**config.mk**
```make
export PLATFORM = sky130hd
export DESIGN_NAME = fetch_unit
export DESIGN_NICKNAME = d
export VERILOG_FILES = /design/src/rtl/fetch_unit.sv
export SDC_FILE = /design/constraint.sdc
export NUM_CORES = 1
export LEC_CHECK = 0
export CORE_ASPECT_RATIO = 0.8
export CORE_MARGIN = 4
export CORE_UTILIZATION = 43
export CTS_CLUSTER_DIAMETER = 80
export DETAILED_ROUTE_END_ITERATION = 6
export GPL_ROUTABILITY_DRIVEN = 1
export HOLD_SLACK_MARGIN = 0.08
export PLACE_DENSITY_LB_ADDON = 0.1
export RECOVER_POWER = 50
export SKIP_CTS_REPAIR_TIMING = 1
export SYNTH_ARGS = -nofsm -noshare
export SYNTH_HDL_FRONTEND = slang
export SYNTH_SLANG_ARGS = --single-unit
```
**constraint.sdc**
```tcl
create_clock -name clk -period 2.72 [get_ports clk]
set_input_delay 0.272 -clock clk [delete_from_list [all_inputs] [get_ports clk]]
set_output_delay 0.272 -clock clk [all_outputs]
set_load 0.02 [all_outputs]
```
**src/rtl/fetch_unit.sv**
```systemverilog
// rtl/fetch_unit.sv - instruction fetch stage: PC, imem request/response handshake, in-order {pc, word} FIFO toward decode
module fetch_unit #(
    parameter logic [31:0] RESET_PC = 32'h0000_0000,
    parameter int          DEPTH    = 2
) (
    input  logic        clk,
    input  logic        rst_n,           // async, active-low
    output logic        imem_req,        // held with imem_addr until imem_gnt
    output logic [31:0] imem_addr,
    input  logic        imem_gnt,
    input  logic        imem_rvalid,     // in-order responses
    input  logic [31:0] imem_rdata,
    input  logic        redirect_valid,  // single-cycle flush + new PC
    input  logic [31:0] redirect_pc,
    output logic        instr_valid,
    output logic [31:0] instr,
    output logic [31:0] instr_pc,
    input  logic        instr_ready
);
    localparam int          AW      = (DEPTH > 1) ? $clog2(DEPTH) : 1;
    localparam int          CW      = $clog2(DEPTH + 1);
    localparam logic [CW:0] DEPTH_C = (CW+1)'(DEPTH);

    logic [31:0]   fetch_pc;
    logic [CW-1:0] outstanding;
    logic [CW-1:0] discard;
    logic [CW-1:0] count;
    logic          start_q;

    // Decode-side FIFO of returned words with their PCs.
    logic [31:0]   fifo_pc   [DEPTH];
    logic [31:0]   fifo_word [DEPTH];
    logic [AW-1:0] fifo_wr;
    logic [AW-1:0] fifo_rd;

    // PCs of granted requests, in issue order; the head belongs to the next response.
    logic [31:0]   req_pc [DEPTH];
    logic [AW-1:0] req_wr;
    logic [AW-1:0] req_rd;

    logic          credit_ok;
    logic          grant;
    logic          rsp;
    logic          rsp_keep;
    logic          pop;
    logic [CW-1:0] outstanding_nxt;
    logic [1:0]    unused_redirect_lsbs;

    assign unused_redirect_lsbs = redirect_pc[1:0];

    // Outstanding fetches plus buffered words never exceed DEPTH, so a push always has room.
    assign credit_ok = ({1'b0, outstanding} + {1'b0, count}) < DEPTH_C;
    assign imem_req  = start_q & ~redirect_valid & credit_ok;
    assign imem_addr = fetch_pc;
    assign grant     = imem_req & imem_gnt;

    // A response with nothing outstanding is a protocol violation and is ignored
    // (discard <= outstanding always holds, so this also covers discard == 0).
    assign rsp      = imem_rvalid & (outstanding != '0);
    assign rsp_keep = rsp & (discard == '0) & ~redirect_valid;

    assign outstanding_nxt = outstanding + CW'(grant) - CW'(rsp);

    assign instr_valid = (count != '0) & ~redirect_valid;
    assign instr       = fifo_word[fifo_rd];
    assign instr_pc    = fifo_pc[fifo_rd];
    assign pop         = instr_valid & instr_ready;

    always_ff @(posedge clk or negedge rst_n) begin
        if (!rst_n) begin
            fetch_pc    <= RESET_PC;
            outstanding <= '0;
            discard     <= '0;
            count       <= '0;
            start_q     <= 1'b0;
            fifo_wr     <= '0;
            fifo_rd     <= '0;
            req_wr      <= '0;
            req_rd      <= '0;
            for (int i = 0; i < DEPTH; i++) begin
                fifo_pc[i]   <= '0;
                fifo_word[i] <= '0;
                req_pc[i]    <= '0;
            end
        end else begin
            start_q     <= 1'b1;
            outstanding <= outstanding_nxt;

            if (grant) begin
                fetch_pc       <= fetch_pc + 32'd4;
                req_pc[req_wr] <= fetch_pc;
                req_wr         <= req_wr + AW'(1);
            end
            if (rsp) begin
                req_rd <= req_rd + AW'(1);
            end

            if (redirect_valid) begin
                // No grant can occur here (imem_req is forced low), so this
                // PC update never competes with the increment above.
                fetch_pc <= {redirect_pc[31:2], 2'b00};
                // Everything still in flight after this cycle's response belongs
                // to the old path and must be dropped when it returns.
                discard  <= outstanding_nxt;
                count    <= '0;
                fifo_wr  <= '0;
                fifo_rd  <= '0;
            end else begin
                if (rsp && (discard != '0)) begin
                    discard <= discard - CW'(1);
                end
                if (rsp_keep) begin
                    fifo_pc[fifo_wr]   <= req_pc[req_rd];
                    fifo_word[fifo_wr] <= imem_rdata;
                    fifo_wr            <= fifo_wr + AW'(1);
                end
                if (pop) begin
                    fifo_rd <= fifo_rd + AW'(1);
                end
                count <= count + CW'(rsp_keep) - CW'(pop);
            end
        end
    end
endmodule
```
# Word-level counts from Yosys, hierarchy flattened
# Index checks and enable logic that the tools add are counted.
[classes]
addsub = 11
magnitude_cmp = 7
n_mux = 25
n_bitwise = 13
n_reduce_logical = 12
[op_table]
columns = ["op", "n"]
rows = [
  ["$mux 32", 13],
  ["$bwmux 64", 3],
  ["$demux 32 s1", 2],
  ["$add 32x3->32 const B", 1],
  ["$reduce_bool 2->1", 7],
  ["$and 1x1->1", 8],
  ["$ge 2x2->1 const B", 4],
  ["$not 1->2", 4],
  ["$mux 2", 3],
  ["$add 1x1->1 const B", 4],
  ["$add 2x1->2", 2],
  ["$lt 2x1->1 const B", 2],
  ["$mux 1", 4],
  ["$sub 2x1->2", 2],
  ["$add 2x2->3", 1],
  ["$logic_and 1x1->1", 3],
  ["$lt 3x2->1 const B", 1],
  ["$logic_not 2->1", 1],
  ["$reduce_and 2->1", 1],
  ["$sub 2x1->2 const B", 1],
  ["$not 1->1", 1],
]
[word_totals]
register_bits = 235
inputBits = 70
output_inout_bits = 98
word_cells = 83

# Longest topological paths before layout
# Gate-level depths: netlist of run 1.
[depth]
ltp_word = 7
depth_mapped = 12
ltp_nobuf = 12

# Worst setup path after synthesis of run 1
# OpenSTA, ideal clock, no wires.
[synth_timing]
path_kind = "register to register"
start = "reg count[0]"
end = "reg discard[1]"
setup_ns = 0.133
arrival_ns = 2.283
t_required_ns = 2.587
slack_ns = 0.304
path_stages_with_launch = 13
n_path_buf = 0
synth_period_minus_slack_ns = 2.416
cell_sequence = "dfrtp_1 and2_1 fa_1 nand4bb_4 nor2_2 inv_2 ha_1 inv_1 ha_1 xnor2_1 xnor2_1 nand2_1 o21ai_0"
[synth_via]
elab_chain_cells = 7
[synth_lines]
columns = ["item", "line", "source"]
rows = [
  ["from (decl)", "27", "logic [CW-1:0] count;"],
  ["from (signal assigned)", "120", "count <= count + CW'(rsp_keep) - CW'(pop);"],
  ["$add 2x2->3", "52", "assign credit_ok = ({1'b0, outstanding} + {1'b0, count}) < DEPTH_C;"],
  ["$lt 3x2->1", "52", ""],
  ["$and 1x1->1", "53", "assign imem_req = start_q & ~redirect_valid & credit_ok;"],
  ["$and 1x1->1", "55", "assign grant = imem_req & imem_gnt;"],
  ["$add 2x1->2", "62", "assign outstanding_nxt = outstanding + CW'(grant) - CW'(rsp);"],
  ["$sub 2x1->2", "62", ""],
  ["named net outstanding_nxt[1]", "46", "logic [CW-1:0] outstanding_nxt;"],
  ["$mux 2", "98", "if (redirect_valid) begin"],
  ["to (signal assigned)", "104", "discard <= outstanding_nxt;"],
  ["to (signal assigned)", "110", "discard <= discard - CW'(1);"],
  ["to (decl)", "26", "logic [CW-1:0] discard;"],
]
# The timed path passes the listed nets, and every way through them passes these cells.
# A chain may end at the register's enable or synchronous reset.

# Worst setup path in the final report of run 1
[layout_timing]
start = "reg outstanding[0]"
end = "reg discard[1]"
[layout_via]
elab_chain_cells = 7
word_cells_on_any_way = 11
classes_between = "add/sub: 3; order compare: 1; mux: 1; bitwise: 3; reduce/logical: 3"
[layout_lines]
columns = ["item", "line", "source"]
rows = [
  ["from (decl)", "25", "logic [CW-1:0] outstanding;"],
  ["from (signal assigned)", "87", "outstanding <= outstanding_nxt;"],
  ["$add 2x2->3", "52", ""],
  ["$lt 3x2->1", "52", ""],
  ["$and 1x1->1", "53", ""],
  ["$and 1x1->1", "55", ""],
  ["$add 2x1->2", "62", ""],
  ["$sub 2x1->2 (*)", "62", ""],
  ["named net outstanding_nxt[1]", "46", ""],
  ["$mux 2 (*)", "98", ""],
]
# The timed path passes the listed nets; every way through them passes the cells marked *.

==> results by group, run 1 <==
Critical path
  • Crit path kind: reg2reg
  • FF-to-FF path depth: 12
  • CP Data Arrival Time: 3.06 ns
  • Startpoint Class: flop
  • CP Capture Type: flop
  • Crit Path Max Fanout: 3
  • Worst Path Required: 3.15 ns

Power and ir drop
  • Clock share of power: 23.5%
  • NetSw: 4530 µW
  • Net Sw Frac: 32.2%
  • Power density over cell area: 1080 mW/mm²
  • Seq pwr share: 39.0%
  • Internal power: 9550 µW
  • Comb power frac: 37.5%
  • Total power: 14100 µW
  • Maximum vdd drop: 681 µV
  • Lkg Pwr: 0.00575 µW

Detailed routing
  • TritonRoute pass-1 iters: 4
  • Wire per inst: 17.6 µm
  • DR iter-0 viols: 333
  • Vias per cell: 5.07
  • Antenna Nets Post-Route: 0
  • Drt drc: 0
  • Wirelength, routed: 23200 µm
  • Vias post-DR: 6680

STA
  • Worst-Margin Slew: 1.88 ns
  • Fin crit share: 96.5%
  • Final Hold Fails: 0
  • Fin crit period: 2.62 ns
  • Slew Viols, Final: 71
  • Setup_tns: 0 ns
  • Finish-stage setup viols: 0
  • Max Freq: 0.381 GHz
  • Rel. slew slack: -25.4%
  • Hold slack: 0.204 ns
  • Clock skew: 0.00684 ns

CTS
  • Clock transition at path regs: 0.06 ns
  • CTS tree: done
  • CTS Buf Count: 24
  • H-tree Lvls: 1
  • Sink Count: 225
  • Clock Latency Late Sink: 0.50 ns
  • Root buffer cell: clkbuf_16
  • Bufs on Longest Clock Path: 3

Run status
  • Failing checks: max-capacitance violations, max-slew violations
  • Status: complete, but fails checks

Placement
  • GP Congestion: 0.740
  • Placed Instance Area: 0.0122 mm²
  • Detailed Place HPWL: 15500 µm
  • Buffers on Ports: 161

Yosys
  • Seq/Total Area, Yosys: 55.0%
  • Netlist cell types: 45
  • Syn Area/Cell: 12.4 µm²
  • Post-synth EDFFs: 0
  • Ys Warns: 0
  • Synthesized flop and latch total: 225
  • Post-Syn Instances: 822
  • Synth Flop Type: dfrtp_1
  • Most frequent cell after synthesis: dfrtp_1
  • Area leader, netlist: dfrtp_1
  • Async set or reset register ratio after synthesis: 100%
  • Synth cell count leaders: dfrtp_1, mux2_2, mux2_1
  • Yosys top cell area share: 55.0%
  • Post-Syn Area: 0.0102 mm²
  • Synth area leaders: dfrtp_1, mux2_2, mux2_1

Floorplan
  • Die area: 0.0263 mm²
  • Num ports: 168
  • Initial cell density of the core: 43.7%
  • Die Span Y: 146 µm
  • Core footprint: 0.0234 mm²
  • Die width: 180 µm
  • Row count: 50

Global routing
  • Gr usage total: 17.5%
  • Global-route wire length before repair: 38200 µm
  • Vias in the first global route: 6809
  • Initial antenna violation count: 0
  • Largest net degree at the start of global routing: 73
  • Gr ovfl total: 0

Final layout
  • ANT cells: 0
  • Cell area after layout: 0.0131 mm²
  • Layout cells sized above 1: 18.5%
  • P&R area growth vs syn: 27.8%
  • Final Util: 55.9%
  • Sequential cell area: 0.00563 mm²
  • Footprint of the multi-input gates: 0.00431 mm²
  • Fill count: 2038
  • Number of nets in the layout: 1064

Min path
  • Worst hold-check path type: in2reg
  • Hold Path Depth: 2

Flow run
  • Reported max-cap violation count: 1
logic make-up (layout without fill, tap and decap cells):
logic type / after synthesis / in the layout / share of synthesized area [%]
DFF: 225 / 225 / 55.0
and+or+nand+nor: 176 / 176 / 9.40
muxes: 218 / 218 / 23.6
adders and majority gates: 7 / 7 / 0.929
other: 2 / 5 / 0.0734
buffers and inverters: 63 / 243 / 3.17
AOI/OAI and AO/OA: 96 / 96 / 4.79
xor gates and xnor gates: 35 / 35 / 3.00
state kept, by name (all words and copies together) (netlist names):
| name | cells |
|---|---|
| fifo_word | 64 |
| fifo_pc | 60 |
| req_pc | 60 |
| imem_addr | 30 |
| count | 2 |
| discard | 2 |
| outstanding | 2 |
| fifo_rd | 1 |
| fifo_wr | 1 |
| req_rd | 1 |
| req_wr | 1 |
| start_q | 1 |
routing by layer:
layer	global-route usage [%]	wire, µm	up-vias
met1	26.5	11400	3307
met3	3.40	1040	29
met2	26.7	10400	136
met5	0	0	-
met4	3.02	391	0
li1	-	-	3208
path summary, 6_finish.rpt:
| path | start | to | slack [ns] |
|---|---|---|---|
| min | redirect_valid | fifo_wr | 0.20 |
| max in group asynchronous | rst_n | req_pc[6] | 0.50 |
| min in group asynchronous | rst_n | fifo_word[17] | 0.83 |
| min reg2reg | fifo_pc[28] | fifo_pc[28] | 0.47 |
| max | outstanding[0] | discard[1] | 0.1 |
| max reg2reg | outstanding[0] | discard[1] | 0.1 |
critical path: stages, from the launching register on:
cell       delay (ns)
dfrtp_1          0.40
and2_4           0.17
fa_1             0.51
nand4bb_4        0.27
nor2_4           0.14
inv_2            0.07
ha_1             0.26
inv_1            0.04
ha_2             0.16
xnor2_1          0.20
xnor2_1          0.17
nand2_1          0.08
o21ai_1          0.09
power by group through the flow:
stage,clock (µW),combinational [µW],sequential [µW]
final,3310,5290,5490
after global routing,3570,5760,5670
after CTS,3420,5290,5490
after detailed placement,0,5260,5540
after global placement,0,5210,5500
after floorplan,0,3370,5360
area by class of cell:
class / count / share of cell area, %
inverter: 8 / 0.230
timing repair buffer: 191 / 14.5
tap: 312 / 2.99
multi-input combinational: 537 / 33.0
clock buffer: 34 / 5.43
clock inverter: 10 / 0.785
sequential: 225 / 43.1
cell usage in the layout (no fill, tap or decap), types with 3 or more instances in the layout:
master           synthesis  routed
and2_1                   9       7
clkbuf_16                0      25
xor2_1                  15      15
mux2i_1                 32      32
nor4_2                   4       4
inv_1                    6       6
xnor2_1                 20      20
nand4_1                 10      10
o21ai_1                 20      20
buf_4                   11      18
nor3_1                   4       4
clkbuf_2                 0       5
clkinv_2                 0       7
nor2_1                  38      36
nand2_1                 73      73
a21oi_1                 30      30
clkdlybuf4s50_1          0     158
clkbuf_1                20       5
mux2_1                  92      92
and4_1                   5       5
dfrtp_1                225     223
ha_1                     6       5
nand3_1                  6       6
nor3_2                   3       3
nand2b_1                 3       3
conb_1                   2       5
and3_1                   5       5
o21ai_0                 42      42
nor2_4                   0       3
clkbuf_8                 0       5
mux2_2                  94      94
buf_12                   0       6
stage by stage:
step	std cells	setup slack (ns)
2_1_floorplan	825	0.304
3_3_place_gp	1266	0.194
3_5_place_dp	1266	0.160
4_1_cts	1310	-0.163
5_1_grt	1317	-0.0457
6_report	1317	0.0961
No activity file was read; power rests on OpenSTA's default activity.
==> run 2, diff against run 1 <==
--- a/config.mk
+++ b/config.mk
@@ -7,5 +7,4 @@
 export LEC_CHECK = 0
 export CORE_ASPECT_RATIO = 0.8
-export CORE_MARGIN = 4
 export CORE_UTILIZATION = 43
 export CTS_CLUSTER_DIAMETER = 80
@@ -13,5 +12,5 @@
 export GPL_ROUTABILITY_DRIVEN = 1
 export HOLD_SLACK_MARGIN = 0.08
-export PLACE_DENSITY_LB_ADDON = 0.1
+export PLACE_DENSITY = 0.66
 export RECOVER_POWER = 50
 export SKIP_CTS_REPAIR_TIMING = 1
==> constraint.sdc (replaced) <==
create_clock -name clk -period 2.72 [get_ports clk]
set_input_delay 0.272 -clock clk [delete_from_list [all_inputs] [get_ports clk]]
set_output_delay 0.272 -clock clk [all_outputs]
set_load 0.05 [all_outputs]
==> run 2 against run 1 <==
Effect of this change:
- cell count fell by 0.84%
- the run still ends with max-capacitance violations, max-slew violations left
- clock skew rose by 0.0043 ns
- sequential cell count did not move
- register-to-register slack improved by 0.08 ns
- largest power group is now combinational cells
- via count rose by 0.45%
- critical path type is now reg2out
- critical path depth fell by 9
- wire length fell by 0.28%
- final area fell by 0.56%
- sequential share of layout area rose by 0.24 points
- global-route usage rose by 1.9 points
- count of clock-buffer cells in the layout rose by 2
==> results by group, run 2 (synthesis results as in run 1) <==
Min path
  • Worst hold-check path type: in2reg

Flow run
  • Reported max-cap violation count: 1 (unchanged)

Floorplan
  • Die width: 174 µm (-3.3%)
  • Die Span Y: 140 µm (-4.1%)
  • Initial cell density of the core: 43.7% (unchanged)
  • Row count: 50 (unchanged)
  • Core footprint: 0.0234 mm² (unchanged)
  • Die area: 0.0244 mm² (-7.3%)
  • Num ports: 168 (unchanged)

STA
  • Slew Viols, Final: 76 (+7.0%)
  • Fin crit period: 2.60 ns (-0.0283 ns)
  • Clock skew: 0.0111 ns (+0.00427 ns)
  • Max Freq: 0.385 GHz (+1.1%)
  • Rel. slew slack: -35.1% (-9.6 points)
  • Finish-stage setup viols: 0 (unchanged)
  • Setup_tns: 0 ns (unchanged)
  • Worst-Margin Slew: 2.03 ns (+0.145 ns)
  • Fin crit share: 95.4% (-1.0 points)
  • Setup WS post-layout: 0.124 ns (+0.0283 ns)
  • Final Hold Fails: 0 (unchanged)

CTS
  • Sink Count: 225 (unchanged)
  • Bufs on Longest Clock Path: 3 (unchanged)
  • Root buffer cell: clkbuf_16
  • Clock transition at path regs: 0.06 ns (about the same)
  • H-tree Lvls: 1 (unchanged)
  • CTS Buf Count: 24 (unchanged)
  • Clock Latency Late Sink: 0.51 ns (about the same)
  • CTS tree: done

Placement
  • Placed Instance Area: 0.0122 mm² (-0.15%)
  • Buffers on Ports: 161 (unchanged)
  • GP Congestion: 0.760 (+2.7%)
  • DP Worst Slack: 0.139 ns (-0.0210 ns)
  • Detailed Place HPWL: 15300 µm (-1.2%)

Critical path
  • Critical Path Max Stage Delay: 0.71 ns (+0.20 ns)
  • Worst-path cell chain: buf_6 > mux2_2 > clkdlybuf4s50_1
  • Reg2reg setup slack: 0.18 ns (+0.08 ns)
  • Crit path kind: reg2out
  • Startpoint Class: flop
  • CP Capture Type: output pin
  • Crit Path Max Fanout: 26 (+23)
  • Slowest CP cell: clkdlybuf4s50_1
  • Worst Path Required: 2.45 ns (-0.70 ns)
  • CP Data Arrival Time: 2.32 ns (-0.74 ns)

Global routing
  • Vias in the first global route: 6773 (-0.53%)
  • Initial antenna violation count: 1 (+1)
  • Global-route wire length before repair: 38000 µm (-0.60%)
  • Gr usage total: 19.4% (+1.9 points)
  • Gr ovfl total: 0 (unchanged)
  • Largest net degree at the start of global routing: 77 (+5.5%)

Final layout
  • P&R area growth vs syn: 27.1%
  • Most flops, register: fifo_word
  • Most frequent cells in the layout: dfrtp_1, clkdlybuf4s50_1, mux2_2, mux2_1, nand2_1
  • Number of nets in the layout: 1055 (-0.85%)
  • ANT cells: 0 (unchanged)
  • Regs by FF count: fifo_word (64), fifo_pc (60), req_pc (60)
  • Most common cell after layout, fill and taps aside: dfrtp_1
  • Final Util: 55.6% (-0.31 points)
  • Layout cells sized above 1: 17.4% (-1.1 points)
  • Max FFs per register: 64 (unchanged)
  • Fill count: 2035 (-0.15%)
  • Cell area after layout: 0.0130 mm² (-0.56%)

Power and ir drop
  • Lkg Pwr: 0.00570 µW (-0.95%)
  • Maximum vdd drop: 756 µV (+11%)
  • Power density over cell area: 1190 mW/mm² (+10%)

Detailed routing
  • Met2 WL post-DR: 10000 µm (-3.8%)
  • Wire per inst: 17.7 µm (+0.56%)
  • Antenna Nets Post-Route: 0 (unchanged)
  • Wirelength, routed: 23100 µm (-0.28%)
  • Vias post-DR: 6710 (+0.45%)
  • Wire length on met1: 11500 µm (+1.3%)
  • Top Metal Used: met5
  • DR iter-0 viols: 339 (+1.8%)
  • TritonRoute pass-1 iters: 4 (unchanged)
  • Met3 routed WL: 1180 µm (+14%)
  • Vias per cell: 5.14 (+1.3%)
  • Drt drc: 0 (unchanged)

Run status
  • Failing checks: max-capacitance violations, max-slew violations
  • Status: complete, but fails checks
==> run 2: stage by stage <==
step                      total power [µW]  hold WS (ns)  cells
final                                15500         0.157   1306
after floorplan                      10200       -0.0236    825
after detailed placement             12200         0.314   1263
after global routing                 16400         0.172   1306
after CTS                            15700        -0.231   1305
after global placement               12100         0.312   1263
==> run 2: area by class of cell <==
cell class / count / area, µm² / area share [%]
Timing Repair Buffer: 182 / 1820 / 14.0
Tap cell: 312 / 390 / 3.00
Clock inverter: 6 / 80.1 / 0.616
Clock buffer: 36 / 737 / 5.67
Multi-Input combinational cell: 537 / 4310 / 33.1
Sequential cell: 225 / 5630 / 43.3
Inverter: 8 / 30.0 / 0.231
==> run 2: power breakdown <==
part	switching, µW	internal (µW)	leakage [µW]	total (µW)
Combinational	3840	2720	0.00246	6560
Sequential	803	4750	0.00283	5560
Clock	1300	2050	0.000407	3350
==> run 2: path summary, 6_finish.rpt <==
check                      cells past startpoint       endpoint      startpoint
setup / recovery                               3   instr_pc[24]         fifo_rd
hold / removal                                 2       count[1]  redirect_valid
setup reg to reg                              12     discard[1]        count[0]
hold reg to reg                                2    fifo_pc[10]     fifo_pc[10]
max in group asynchronous                      3    fifo_pc[12]           rst_n
min in group asynchronous                      2  fifo_word[33]           rst_n
==> run 2: routing by layer <==
metal,vias to the layer above,global-route usage [%]
met4,2,4.20
met3,32,4.13
met5,-,0
met2,156,28.3
met1,3339,29.4
li1,3181,-
==> run 2: worst max-delay path, delay by kind of cell (launching register included) <==
kind | cells | cell delay [ns]
buffers and inverters | 2 | 1.01
flip-flops | 1 | 0.39
multiplexers | 1 | 0.41
==> run 3, diff against run 2 <==
CORE_MARGIN = 5   (was default)
==> run 3 against run 2 <==
Effect of this change:
- the flow still finishes with violations (max-capacitance violations, max-slew violations)
- wire length up 1.0%
- die area increased by 11%
- global-route usage shrank 1.9 points
- clock power rose by 2%
- largest power group unchanged
==> results by group, run 3 (synthesis results as in run 1) <==
STA
  • RSZ-0062 raised after global routing: no
  • Setup WS post-layout: 0.104 ns (-0.0206 ns)
  • Max Freq: 0.382 GHz (-0.79%)
  • Rel. slew slack: -27.8% (+7.3 points)
  • Fin crit share: 96.2% (+0.76 points)
  • Finish-stage setup viols: 0 (unchanged)
  • Slew Viols, Final: 83 (+9.2%)
  • Clock skew: 0.0233 ns (+0.0122 ns)
  • Worst-Margin Slew: 1.92 ns (-0.109 ns)
  • Final Hold Fails: 0 (unchanged)
  • Fin crit period: 2.62 ns (+0.0206 ns)

Critical path
  • Crit Path Max Fanout: 12 (-54%)
  • Reg2reg setup slack: 0.18 ns (about the same)
  • Startpoint Class: flop
  • Critical Path Max Stage Delay: 0.70 ns (about the same)
  • CP Capture Type: output pin
  • Slowest CP cell: clkdlybuf4s50_1
  • Worst-path cell chain: buf_4 > mux2_2 > clkdlybuf4s50_1
  • Crit. Startpoint: fifo_rd
  • Crit path kind: reg2out
  • CP Data Arrival Time: 2.34 ns (+0.02 ns)
  • Worst reg2reg path startpoint: count[0]
  • Worst Setup EP: instr[11]
  • R2R Path End: imem_addr[31]
  • FF-to-FF path depth: 7 (-5)
  • Worst Path Required: 2.45 ns (about the same)

Detailed routing
  • Vias post-DR: 6674 (-0.54%)
  • Drt drc: 0 (unchanged)
  • Antenna Nets Post-Route: 0 (unchanged)
  • Vias per cell: 5.08 (-1.1%)
  • TritonRoute pass-1 iters: 4 (unchanged)
  • DR iter-0 viols: 403 (+19%)
  • Wire per inst: 17.8 µm (+0.41%)
  • Wirelength, routed: 23400 µm (+1.0%)

Placement
  • Buffers on Ports: 161 (unchanged)
  • GP Congestion: 0.774 (+1.9%)
  • DP Worst Slack: 0.166 ns (+0.0262 ns)
  • Detailed Place HPWL: 16000 µm (+4.7%)

Global routing
  • Gr ovfl total: 0 (unchanged)
  • Initial antenna violation count: 1 (unchanged)
  • Largest net degree at the start of global routing: 85 (+10%)
  • Gr usage total: 17.5% (-1.9 points)
  • Vias in the first global route: 7064 (+4.3%)
  • Global-route wire length before repair: 38800 µm (+2.2%)

Final layout
  • Most frequent cells in the layout: dfrtp_1, clkdlybuf4s50_1, mux2_2, mux2_1, nand2_1
  • Fill count: 1987 (-2.4%)
  • ANT cells: 0 (unchanged)
  • Max FFs per register: 64 (unchanged)
  • Layout cells sized above 1: 18.2% (+0.76 points)
  • Most flops, register: fifo_word
  • Regs by FF count: fifo_word (64), fifo_pc (60), req_pc (60)
  • P&R area growth vs syn: 28.9%
  • Most common cell after layout, fill and taps aside: dfrtp_1
  • Number of nets in the layout: 1061 (+0.57%)

Floorplan
  • Initial cell density of the core: 43.7% (unchanged)
  • Num ports: 168 (unchanged)
  • Die area: 0.0270 mm² (+11%)
  • Row count: 50 (unchanged)
  • Die Span Y: 148 µm (+5.7%)
  • Die width: 182 µm (+4.6%)
  • Core footprint: 0.0234 mm² (unchanged)

Power and ir drop
  • Clock share of power: 22.1% (+0.4 points)
  • NetSw: 5940 µW (about the same)
  • Comb power frac: 42.4% (about the same)
  • Total power: 15500 µW (about the same)
  • Power density over cell area: 1170 mW/mm² (-1.5%)
  • Net Sw Frac: 38.4% (about the same)
  • Internal power: 9520 µW (about the same)
  • Maximum vdd drop: 664 µV (-12%)
  • Seq pwr share: 35.6% (-0.3 points)
  • Lkg Pwr: 0.00622 µW (+9.1%)

CTS
  • Root buffer cell: clkbuf_16
  • CTS tree: done
  • Clock transition at path regs: 0.06 ns (about the same)
  • Clock Latency Late Sink: 0.51 ns (about the same)
  • CTS Buf Count: 24 (unchanged)
  • Sink Count: 225 (unchanged)
  • Bufs on Longest Clock Path: 3 (unchanged)
  • H-tree Lvls: 1 (unchanged)

Run status
  • Status: complete, but fails checks
  • Failing checks: max-capacitance violations, max-slew violations

Flow run
  • Reported max-cap violation count: 1 (unchanged)

Min path
  • Worst hold-check path type: in2reg
  • Hold Path Depth: 3 (+1)
run 3: power groups by stage:
stage	Sequential [µW]	Combinational [µW]	Clock, µW
final	5500	6550	3410
after global routing	5690	7060	3630
after CTS	5500	6720	3490
after detailed placement	5550	6690	0
after global placement	5500	6620	0
after floorplan	5460	4720	0
run 3: layer usage:
metal | up-vias | part of all wire, % | global-route usage [%]
met2 | 145 | 43 | 26.3
met5 | - | 0.030 | 0
met1 | 3312 | 50 | 26.5
met4 | 2 | 1.7 | 3.34
met3 | 30 | 5.2 | 3.74
li1 | 3185 | - | -
run 3: final cells by class:
| class | count | area [µm²] | area share (%) |
|---|---|---|---|
| sequential | 225 | 5630 | 42.7 |
| multi-input combinational | 537 | 4310 | 32.7 |
| timing repair buffer | 188 | 1990 | 15.1 |
| clock buffer | 35 | 703 | 5.33 |
| tap | 312 | 390 | 2.96 |
| clock inverter | 9 | 125 | 0.949 |
| inverter | 8 | 30.0 | 0.228 |
run 3: worst max-delay path, delay by kind of cell (launching register included):
kind / cells / cell delay, ns
mux: 1 / 0.34
flops: 1 / 0.56
buf+inv: 2 / 0.93
run 3: through the flow:
| stage | hold slack, ns | instance area, µm² | util (%) | instances | setup TNS (ns) |
|---|---|---|---|---|---|
| 2_1_floorplan | -0.0236 | 10200 | - | 825 | 0 |
| 3_3_place_gp | 0.324 | 12300 | 52.4 | 1269 | 0 |
| 3_5_place_dp | 0.324 | 12300 | 52.4 | 1269 | 0 |
| 4_1_cts | -0.220 | 13100 | 56.0 | 1313 | -2.17 |
| 5_1_grt | 0.214 | 13200 | 56.4 | 1314 | 0 |
| 6_report | 0.182 | 13200 | 56.4 | 1314 | 0 |
run 3: how the worst min path moves through the flow:
stage / to / slack [ns] / start
detailed placement: fifo_pc[26] / 0.32 / rst_n
global route: imem_addr[16] / 0.21 / redirect_valid
finish: imem_addr[15] / 0.18 / redirect_valid
floorplan: count[0] / -0.02 / rst_n
CTS: fifo_pc[26] / -0.22 / rst_n
global placement: fifo_pc[26] / 0.32 / rst_n
